File: src/rtl/gshare_bp_ckpt_if.sv
// Fetch/execute side bundle for the gshare predictor.
//   master : fetch + branch unit (drives lookups and resolutions)
//   slave  : predictor (returns prediction, checkpoint and mispredict flag)
// Signals:
//   predF_valid/stallF/pcF             fetch-side lookup request
//   pred_takeF/pred_idxF/pred_ghrF     prediction plus idx/ghr checkpoint for E
//   updE_valid/idx/ghr/pred/actual     resolution from E
//   mispredE                           combinational mispredict flag
interface gshare_bp_ckpt_if #(
    parameter int GHR_W = 10,
    parameter int IDX_W = 10
);
    logic             predF_valid;
    logic             stallF;
    logic [31:0]      pcF;
    logic             pred_takeF;
    logic [IDX_W-1:0] pred_idxF;
    logic [GHR_W-1:0] pred_ghrF;
    logic             updE_valid;
    logic [IDX_W-1:0] updE_idx;
    logic [GHR_W-1:0] updE_ghr;
    logic             updE_pred;
    logic             updE_actual;
    logic             mispredE;

    modport master (
        output predF_valid, stallF, pcF,
        output updE_valid, updE_idx, updE_ghr, updE_pred, updE_actual,
        input  pred_takeF, pred_idxF, pred_ghrF, mispredE
    );

    modport slave (
        input  predF_valid, stallF, pcF,
        input  updE_valid, updE_idx, updE_ghr, updE_pred, updE_actual,
        output pred_takeF, pred_idxF, pred_ghrF, mispredE
    );
endinterface

File: src/rtl/gshare_bp_ckpt.sv
// gshare direction predictor with speculative GHR and checkpoint repair.
// Ports:
//   clk, rst       clock (rising edge), asynchronous active-low reset
//   init_req       restart the PHT clear walk and zero the GHR
//   ready          1 while in RUN (predictions valid)
//   bp             fetch/execute bundle (slave side)
//   perf_clr       synchronous clear of the perf counters
//   perf_branches  resolved branch count (saturating)
//   perf_mispred   mispredict count (saturating)
//
// state  | meaning
// S_INIT | PHT clear walk, one entry per cycle; GHR frozen, updates ignored
// S_RUN  | predicting at F, training at E
module gshare_bp_ckpt #(
    parameter int         GHR_W    = 10,
    parameter int         IDX_W    = 10,
    parameter int         PC_LSB   = 2,
    parameter logic [1:0] INIT_CNT = 2'b10,
    parameter int         PERF_W   = 32
) (
    input  logic              clk,
    input  logic              rst,
    input  logic              init_req,
    output logic              ready,
    gshare_bp_ckpt_if.slave   bp,
    input  logic              perf_clr,
    output logic [PERF_W-1:0] perf_branches,
    output logic [PERF_W-1:0] perf_mispred
);
    localparam int               PHT_DEPTH = 1 << IDX_W;
    localparam logic [IDX_W-1:0] LAST_IDX  = '1;

    typedef enum logic {S_INIT, S_RUN} state_t;

    state_t            state_q, state_d;
    logic [IDX_W-1:0]  init_ptr_q, init_ptr_d;
    logic [GHR_W-1:0]  ghr_q, ghr_d;
    logic              ready_q, ready_d;
    logic [PERF_W-1:0] perf_br_q, perf_br_d;
    logic [PERF_W-1:0] perf_mp_q, perf_mp_d;

    logic [1:0]        pht [PHT_DEPTH];

    logic [IDX_W-1:0]  idx;
    logic              pred_take;
    logic              mispred;
    logic              run;
    logic [1:0]        upd_cur, upd_nxt;
    logic [GHR_W-1:0]  spec_shift, repair_shift;
    logic              unused_pc;

    assign unused_pc = ^bp.pcF;
    assign run       = (state_q == S_RUN);
    assign idx       = bp.pcF[PC_LSB+IDX_W-1:PC_LSB] ^ IDX_W'(ghr_q);
    assign pred_take = ready_q & pht[idx][1];
    assign mispred   = bp.updE_valid & (bp.updE_pred != bp.updE_actual);

    assign bp.pred_takeF = pred_take;
    assign bp.pred_idxF  = idx;
    assign bp.pred_ghrF  = ghr_q;
    assign bp.mispredE   = mispred;

    assign ready         = ready_q;
    assign perf_branches = perf_br_q;
    assign perf_mispred  = perf_mp_q;

    // A 1-bit history keeps only the newest outcome.
    generate
        if (GHR_W == 1) begin : g_ghr1
            assign spec_shift   = pred_take;
            assign repair_shift = bp.updE_actual;
        end else begin : g_ghrn
            assign spec_shift   = {ghr_q[GHR_W-2:0], pred_take};
            assign repair_shift = {bp.updE_ghr[GHR_W-2:0], bp.updE_actual};
        end
    endgenerate

    always_comb begin
        upd_cur = pht[bp.updE_idx];
        upd_nxt = upd_cur;
        if (bp.updE_actual) begin
            if (upd_cur != 2'b11) upd_nxt = upd_cur + 2'b01;
        end else begin
            if (upd_cur != 2'b00) upd_nxt = upd_cur - 2'b01;
        end
    end

    always_comb begin
        state_d    = state_q;
        init_ptr_d = init_ptr_q;
        ghr_d      = ghr_q;
        ready_d    = ready_q;
        perf_br_d  = perf_br_q;
        perf_mp_d  = perf_mp_q;

        if (init_req) begin
            state_d    = S_INIT;
            init_ptr_d = '0;
            ghr_d      = '0;
            ready_d    = 1'b0;
        end else if (!run) begin
            init_ptr_d = init_ptr_q + 1'b1;
            if (init_ptr_q == LAST_IDX) begin
                state_d = S_RUN;
                ready_d = 1'b1;
            end
        end else if (mispred) begin
            // Repair wins over any same-cycle speculative shift.
            ghr_d = repair_shift;
        end else if (bp.predF_valid && !bp.stallF) begin
            ghr_d = spec_shift;
        end

        if (perf_clr) begin
            perf_br_d = '0;
            perf_mp_d = '0;
        end else if (run && bp.updE_valid) begin
            if (perf_br_q != '1) perf_br_d = perf_br_q + 1'b1;
            if (mispred && (perf_mp_q != '1)) perf_mp_d = perf_mp_q + 1'b1;
        end
    end

    always_ff @(posedge clk or negedge rst) begin
        if (!rst) begin
            state_q    <= S_INIT;
            init_ptr_q <= '0;
            ghr_q      <= '0;
            ready_q    <= 1'b0;
            perf_br_q  <= '0;
            perf_mp_q  <= '0;
        end else begin
            state_q    <= state_d;
            init_ptr_q <= init_ptr_d;
            ghr_q      <= ghr_d;
            ready_q    <= ready_d;
            perf_br_q  <= perf_br_d;
            perf_mp_q  <= perf_mp_d;
        end
    end

    // PHT has no reset; it is cleared by the INIT walk.
    always_ff @(posedge clk) begin
        if (!run) begin
            pht[init_ptr_q] <= INIT_CNT;
        end else if (bp.updE_valid) begin
            pht[bp.updE_idx] <= upd_nxt;
        end
    end
endmodule

File: src/flat_wrapper.sv
// flat-port wrapper written by rule: the top's interface ports become plain ports
module gshare_bp_ckpt_flat 
#(
    parameter int         GHR_W    = 10,
    parameter int         IDX_W    = 10,
    parameter int         PC_LSB   = 2,
    parameter logic [1:0] INIT_CNT = 2'b10,
    parameter int         PERF_W   = 32
)
  (clk, rst, init_req, ready, perf_clr, perf_branches, perf_mispred, bp_predF_valid, bp_stallF, bp_pcF, bp_updE_valid, bp_updE_idx, bp_updE_ghr, bp_updE_pred, bp_updE_actual, bp_pred_takeF, bp_pred_idxF, bp_pred_ghrF, bp_mispredE);
  gshare_bp_ckpt_if #(.GHR_W(GHR_W), .IDX_W(IDX_W)) bp_i ();
  input  logic clk;
  input  logic rst;
  input  logic init_req;
  output logic ready;
  input  logic perf_clr;
  output logic [PERF_W-1:0] perf_branches;
  output logic [PERF_W-1:0] perf_mispred;
  input wire logic [$bits(bp_i.predF_valid)-1:0] bp_predF_valid;
  input wire logic [$bits(bp_i.stallF)-1:0] bp_stallF;
  input wire logic [$bits(bp_i.pcF)-1:0] bp_pcF;
  input wire logic [$bits(bp_i.updE_valid)-1:0] bp_updE_valid;
  input wire logic [$bits(bp_i.updE_idx)-1:0] bp_updE_idx;
  input wire logic [$bits(bp_i.updE_ghr)-1:0] bp_updE_ghr;
  input wire logic [$bits(bp_i.updE_pred)-1:0] bp_updE_pred;
  input wire logic [$bits(bp_i.updE_actual)-1:0] bp_updE_actual;
  output wire logic [$bits(bp_i.pred_takeF)-1:0] bp_pred_takeF;
  output wire logic [$bits(bp_i.pred_idxF)-1:0] bp_pred_idxF;
  output wire logic [$bits(bp_i.pred_ghrF)-1:0] bp_pred_ghrF;
  output wire logic [$bits(bp_i.mispredE)-1:0] bp_mispredE;
  assign bp_i.predF_valid = bp_predF_valid;
  assign bp_i.stallF = bp_stallF;
  assign bp_i.pcF = bp_pcF;
  assign bp_i.updE_valid = bp_updE_valid;
  assign bp_i.updE_idx = bp_updE_idx;
  assign bp_i.updE_ghr = bp_updE_ghr;
  assign bp_i.updE_pred = bp_updE_pred;
  assign bp_i.updE_actual = bp_updE_actual;
  assign bp_pred_takeF = bp_i.pred_takeF;
  assign bp_pred_idxF = bp_i.pred_idxF;
  assign bp_pred_ghrF = bp_i.pred_ghrF;
  assign bp_mispredE = bp_i.mispredE;
  gshare_bp_ckpt #(.GHR_W(GHR_W), .IDX_W(IDX_W), .PC_LSB(PC_LSB), .INIT_CNT(INIT_CNT), .PERF_W(PERF_W)) u_core (.clk(clk), .rst(rst), .init_req(init_req), .ready(ready), .bp(bp_i), .perf_clr(perf_clr), .perf_branches(perf_branches), .perf_mispred(perf_mispred));
endmodule
File: config.mk
export PLATFORM = sky130hd
export DESIGN_NAME = gshare_bp_ckpt_flat
export DESIGN_NICKNAME = d
export VERILOG_FILES = /design/src/rtl/gshare_bp_ckpt_if.sv /design/src/rtl/gshare_bp_ckpt.sv /design/src/flat_wrapper.sv
export SDC_FILE = /design/constraint.sdc
export NUM_CORES = 2
export LEC_CHECK = 0
export ABC_AREA = 0
export CAP_MARGIN = 25
export CORE_UTILIZATION = 55
export DETAILED_ROUTE_END_ITERATION = 12
export MAX_ROUTING_LAYER = met4
export PLACE_DENSITY_LB_ADDON = 0.15
export SKIP_CTS_REPAIR_TIMING = 1
export SYNTH_ARGS = -nofsm -noshare
export SYNTH_HDL_FRONTEND = slang
export SYNTH_SLANG_ARGS = --single-unit
File: constraint.sdc
create_clock -name clk -period 42.4 [get_ports clk]
set_input_delay 10.6 -clock clk [delete_from_list [all_inputs] [get_ports clk]]
set_output_delay 10.6 -clock clk [all_outputs]
set_load 0.01 [all_outputs]
## After elaboration in Yosys (flattened, before gate mapping)

Memories as Yosys holds them, arrays and structs flattened.
Index checks and enable logic that the tools add are counted.
W data, S select, Z words.

- Equality and inequality tests: 6
- Reduce and logical (&&, ||, !) cells: 16
- Add/subtract/negate cells: 5
- Bitwise operators: 3
- Mux-type cells: 28

Operators with widths:

| kind | number |
|---|---|
| $mux W32 | 6 |
| $mux W10 | 7 |
| $add A32 B1 Y32 const B | 2 |
| $ne A32 B32 Y1 const B | 2 |
| $reduce_bool A2 Y1 | 6 |
| $mux W1 | 11 |
| $add A10 B1 Y10 const B | 1 |
| $eq A10 B10 Y1 const B | 1 |
| $xor A10 B10 Y10 | 1 |
| $mux W2 | 4 |
| $reduce_and A2 Y1 | 4 |
| $ne A2 B2 Y1 const B | 2 |
| $logic_and A1 B1 Y1 | 3 |
| $reduce_bool A3 Y1 | 1 |
| $add A2 B1 Y2 const B | 1 |
| $and A1 B1 Y1 | 2 |
| $reduce_or A2 Y1 | 1 |
| $sub A2 B1 Y2 const B | 1 |
| $logic_not A1 Y1 | 1 |
| $ne A1 B1 Y1 | 1 |

- Memories kept: 1
- RAM bits: 2048
- Logic and storage cells: 65
- Output and inout port bits: 87
- Bits of input ports: 61
- Register bits after elaboration: 86

Memories:

| memory | words | bits a word | read ports | clocked after Yosys merged registers in | wr ports | line | text |
|---|---|---|---|---|---|---|---|
| u_core.pht | 1024 | 2 | 2 | 0 | 1 | gshare_bp_ckpt.sv:42 | `logic [1:0] pht [PHT_DEPTH];` |

## Logic depth before layout (Yosys ltp)

An unclocked memory read counts as a cell.

- Depth after elaboration: 7
- Gate-level depth with buffers: 17
- Depth with buffers taken out: 11

## Worst setup path after synthesis

OpenSTA, ideal clock, no wires.

- Path kind: input-to-reg
- From: input bp_updE_idx[0]
- To: memory u_core.pht[0][0], data pin
- Arrival time: 40.089 ns
- Cell stages on the path: 14
- Path buffers: 5
- Path slack: -3.372 ns
- Library setup time: 5.684 ns
- Cells stage by stage: buf_6 -> buf_12 -> buf_12 -> buf_8 -> buf_6 -> mux4_2 -> mux4_2 -> nand2_1 -> o21ai_0 -> o2111ai_1 -> nand4_1 -> o21ai_2 -> o21ai_1 -> a21oi_1

- Word-level cells in the longest chain between the ends: 5

RTL lines:

| element | line | text |
|---|---|---|
| start: declaration | flat_wrapper.sv:23 | `input wire logic [$bits(bp_i.updE_idx)-1:0] bp_updE_idx;` |
| $mem_v2 Z1024 W2 (*) | n/a |  |
| $sub A2 B1 Y2 (tied with other cells) | gshare_bp_ckpt.sv:84 | `if (upd_cur != 2'b00) upd_nxt = upd_cur - 2'b01;` |
| $mux W2 (on tied branches) | gshare_bp_ckpt.sv:84, gshare_bp_ckpt.sv:82 |  |
| $mux W2 (*) | gshare_bp_ckpt.sv:81 | `if (bp.updE_actual) begin` |
| $mux W2 (no source line) (*) | n/a |  |
| end: declaration | gshare_bp_ckpt.sv:42 |  |

Every way passes the cells marked *; elsewhere a longest branch is shown, timed or not.

## Final worst setup path

- From: input bp_pcF[2]
- To: output bp_pred_takeF

- Word-level cells in the longest chain between the ends: 3

RTL lines:

| element | line | text |
|---|---|---|
| start: declaration | flat_wrapper.sv:21 | `input wire logic [$bits(bp_i.pcF)-1:0] bp_pcF;` |
| $xor A10 B10 Y10 | gshare_bp_ckpt.sv:54 | `assign idx = bp.pcF[PC_LSB+IDX_W-1:PC_LSB] ^ IDX_W'(ghr_q);` |
| $mem_v2 Z1024 W2 | n/a |  |
| $and A1 B1 Y1 | gshare_bp_ckpt.sv:55 | `assign pred_take = ready_q & pht[idx][1];` |
| end: declaration | flat_wrapper.sv:27 | `output wire logic [$bits(bp_i.pred_takeF)-1:0] bp_pred_takeF;` |

Every way passes these cells.

==> impl_metrics.py <==
metrics = {
    "run_status": {
        "run_status": "finished, violations left",
        "violations": "max-slew violations",
    },
    "setup_path": {
        "cp_common_cell": "sky130_fd_sc_hd__buf_4",
        "worstSetupPathType": "in -> out",
        "slowest_stage_delay_on_critical_path_ps": 790,
        "worstPathArrival_ps": 17650,
        "critPathBufInv": 7,
        "setup.reg_to_reg.worst_slack_ps": 35520,
        "critPathLaunchType": "input pin",
        "timing.critical_path.fanout_max": 87,
        "timing.critical_path.max_delay_family": "buffers and inverters",
        "timing.critical_path.cells": "clkdlybuf4s50_1 > xnor2_4 > buf_4 > clkinv_16 > buf_4 > buf_4 > buf_4 > mux4_2 > mux2i_1 > o2111ai_1 > o41a_1 > nand4b_1 > a311oi_1 > and2_1 > clkdlybuf4s50_1",
        "crit_required_ps": 31800,
        "critical_path.endpoint_type": "primary output",
        "critical-path-slowest-cell": "sky130_fd_sc_hd__buf_4",
    },
    "die": {
        "io-pin-count": 148,
        "floorplan.die_area_sq_mm": 0.177,
        "core_region_area_sq_mm": 0.174,
        "die_y_microns": 421,
        "die_w_microns": 421,
        "initial_core_util": 0.555,
        "fp_rows": 153,
    },
    "synth": {
        "synthCells": 5935,
        "synth-async-reset-ratio": 0.0403,
        "synth_enable_flop_cells": 2048,
        "syn-num-nets": 5999,
        "synthDistinctLibCells": 83,
        "syn_area_per_cell_sq_um": 16.3,
        "yosys_most_used_dff": "sky130_fd_sc_hd__edfxtp_1",
        "synth-seq-area-share": 0.659,
        "synth_warnings": 0,
        "postSynthRegisterBits": 2134,
        "synth_area_sq_mm": 0.0966,
    },
    "sta": {
        "rsz0062_at_grt": "false",
        "finalSetupViolations": 0,
        "setup_tns_ps": 0,
        "timing_worst_slew_pin_value_ps": 1500,
        "final_period_minus_worst_setup_slack_ps": 28250,
        "slew_violations": 21,
        "hold_viol": 0,
        "final.setup_skew_ps": 45.1,
        "hold-worst-slack_ps": 533,
        "fmax_mhz": 35.4,
        "slew-limit-headroom": -0.00250,
        "timing.final.crit_share": 0.666,
    },
    "clocking": {
        "insertion_delay_ps": 890,
        "cts_htree_levels": 4,
        "cts_root_buffer": "sky130_fd_sc_hd__clkbuf_16",
        "path_clk_slew_ps": 60,
        "clock_tree.buffer_depth": 3,
        "cts.sink_count": 2134,
        "tritoncts": "done",
        "cts-buffers-inserted": 218,
    },
    "drt": {
        "vias_per_cell": 7.15,
        "highest-signal-layer": "met4",
        "detail-route-antenna-nets": 0,
        "route.detailed.drc": 0,
        "detail_route.first_pass.iterations": 6,
        "wl_met1_microns": 113000,
        "wl_per_cell_microns": 37.4,
        "via_count": 61081,
        "drt-initial-drc-count": 10617,
        "route.final.wire_length_microns": 319000,
        "wl_met2_microns": 143000,
        "wl_met3_microns": 44900,
    },
    "placed_design": {
        "gpl.final_weighted_congestion": 0.934,
        "place_inst": 8103,
        "port-buffer-count": 124,
        "place.detailed.hpwl_microns": 188000,
        "placed_area_sq_mm": 0.100,
    },
    "global_route": {
        "grt_antenna_before_repair": 16,
        "vias_in_the_first_global_route": 59158,
        "pin_count_of_the_biggest_net_entering_global_routing": 277,
        "global_route.usage.total": 0.371,
        "grt_remaining_overflow": 0,
        "grt_first_pass_wirelength_microns": 446000,
    },
    "layout": {
        "finalNonFillerCells": 8539,
        "area_growth_pct": 10.9,
        "finalNetCount": 6075,
        "post_route_cells_drive_above_1_share": 0.217,
        "final_cell_area_sq_mm": 0.107,
        "final.fill_count": 12877,
    },
    "min_path": {
        "class_of_the_worst_hold_path": "reg -> reg",
    },
    "power_and_ir_drop": {
        "power.static_leakage_nw": 36.3,
        "finalPower_mw": 4.37,
        "irDropWorstVdd_mv": 0.0395,
        "p_per_area_mw_per_mm2": 40.7,
    },
    "run": {
        "cap_viol_max_count": 0,
    },
}
-- logic make-up (layout without fill, tap and decap cells) --
group	count (synthesis)	in the layout	share of synthesized area
xor+xnor	65	65	0.00608
buf+inv	516	773	0.0308
mux	895	895	0.189
other cells	0	22	0
compound gates	536	536	0.0390
simple gates	1785	1785	0.0761
flops	2134	2134	0.659
fa+ha+maj	4	4	0.000505
-- registers in the layout, indices dropped and copies added (netlist names) --
name,cells
u_core.perf_mispred,32
u_core.ready,1
u_core.bp.pred_ghrF,10
u_core.pht,2048
u_core.init_ptr_q,10
u_core.run,1
u_core.perf_branches,32
-- final timing paths --
check                      cells past startpoint                    from                      end
min in group asynchronous                      1                     rst  u_core.perf_mispred[24]
min                                            2  u_core.bp.pred_ghrF[9]   u_core.bp.pred_ghrF[9]
max                                           15               bp_pcF[2]            bp_pred_takeF
max in group asynchronous                      3                     rst   u_core.perf_mispred[9]
min reg2reg                                    2  u_core.bp.pred_ghrF[9]   u_core.bp.pred_ghrF[9]
max reg2reg                                   14  u_core.bp.pred_ghrF[0]   u_core.bp.pred_ghrF[0]
-- worst register-to-register path: stages (launching register included) --
cell and delay (ps):
sky130_fd_sc_hd__dfrtp_1 480, sky130_fd_sc_hd__xnor2_4 180, sky130_fd_sc_hd__buf_4 250, sky130_fd_sc_hd__clkinv_16 290, sky130_fd_sc_hd__buf_4 960, sky130_fd_sc_hd__buf_4 760, sky130_fd_sc_hd__buf_4 780, sky130_fd_sc_hd__mux4_2 620
sky130_fd_sc_hd__mux2i_1 250, sky130_fd_sc_hd__o2111ai_1 320, sky130_fd_sc_hd__o41a_1 700, sky130_fd_sc_hd__nand4b_1 260, sky130_fd_sc_hd__a311oi_1 130, sky130_fd_sc_hd__a31oi_1 660, sky130_fd_sc_hd__o21ai_1 110
-- metal layers --
metal | up-vias | GRT usage
li1 | 23740 | -
met1 | 31796 | 0.486
met2 | 4623 | 0.531
met3 | 922 | 0.107
met4 | 0 | 0.188
met5 | - | -
-- layout by cell type (no fill, tap or decap), drive strengths merged, types with 31 or more instances in the layout --
cell type	n
a21oi	85
nand4	31
o22ai	34
a22oi	108
buf	224
clkbuf	280
nor2	1177
nand2	306
clkinv	103
mux2i	138
nor3	48
edfxtp	2048
a31oi	35
xor2	46
clkdlybuf4s50	117
dfrtp	86
nand3	83
mux4	739
inv	34
o21ai	76
-- cell type report --
class	count	area (sq um)	share of cell area
clock inverter	123	992	0.00926
tap	2325	2910	0.0271
timing repair buffer	343	3500	0.0327
sequential	2134	63700	0.594
clock buffer	278	5680	0.0530
inverter	29	150	0.00140
multi-input combinational	3285	30300	0.282
antenna	22	55.1	0.000514
-- Yosys cell counts, drive strengths merged (11+ instances only) --
cell type / number / share of area
edfxtp: 2048 / 0.64
o2111ai: 15 / 0.0014
a211oi: 25 / 0.0020
a221oi: 19 / 0.0019
a22oi: 108 / 0.0084
a31oi: 35 / 0.0023
xor2: 46 / 0.0042
and3: 15 / 0.00097
buf: 209 / 0.019
mux2i: 138 / 0.014
nand2b: 16 / 0.0010
nand3: 83 / 0.0043
mux2: 18 / 0.0021
clkbuf: 278 / 0.011
inv: 28 / 0.0011
o21ai: 76 / 0.0040
o211ai: 23 / 0.0018
nand2: 306 / 0.012
a21oi: 85 / 0.0044
mux4: 739 / 0.17
o221ai: 12 / 0.0011
a22o: 17 / 0.0015
dfrtp: 86 / 0.022
xnor2: 19 / 0.0019
nand4: 31 / 0.0020
o22ai: 34 / 0.0022
a2111oi: 13 / 0.0012
nor4: 11 / 0.00078
nor3: 48 / 0.0026
nor2: 1177 / 0.046
nor2b: 17 / 0.0011
and2: 24 / 0.0016
a311oi: 13 / 0.0012
or3: 30 / 0.0019
-- per-stage QoR --
step                       util  worst slack, ps
after floorplan               -            10230
after global placement    0.572            13880
after detailed placement  0.575            14200
after CTS                 0.614            14210
after global routing      0.615            13970
final                     0.615            14150
-- where the power goes --
group	switching [mW]	internal, mW
logic	0.177	0.0853
registers	0.000603	2.28
clock network	0.832	0.997
No activity file was read; power rests on OpenSTA's default activity.
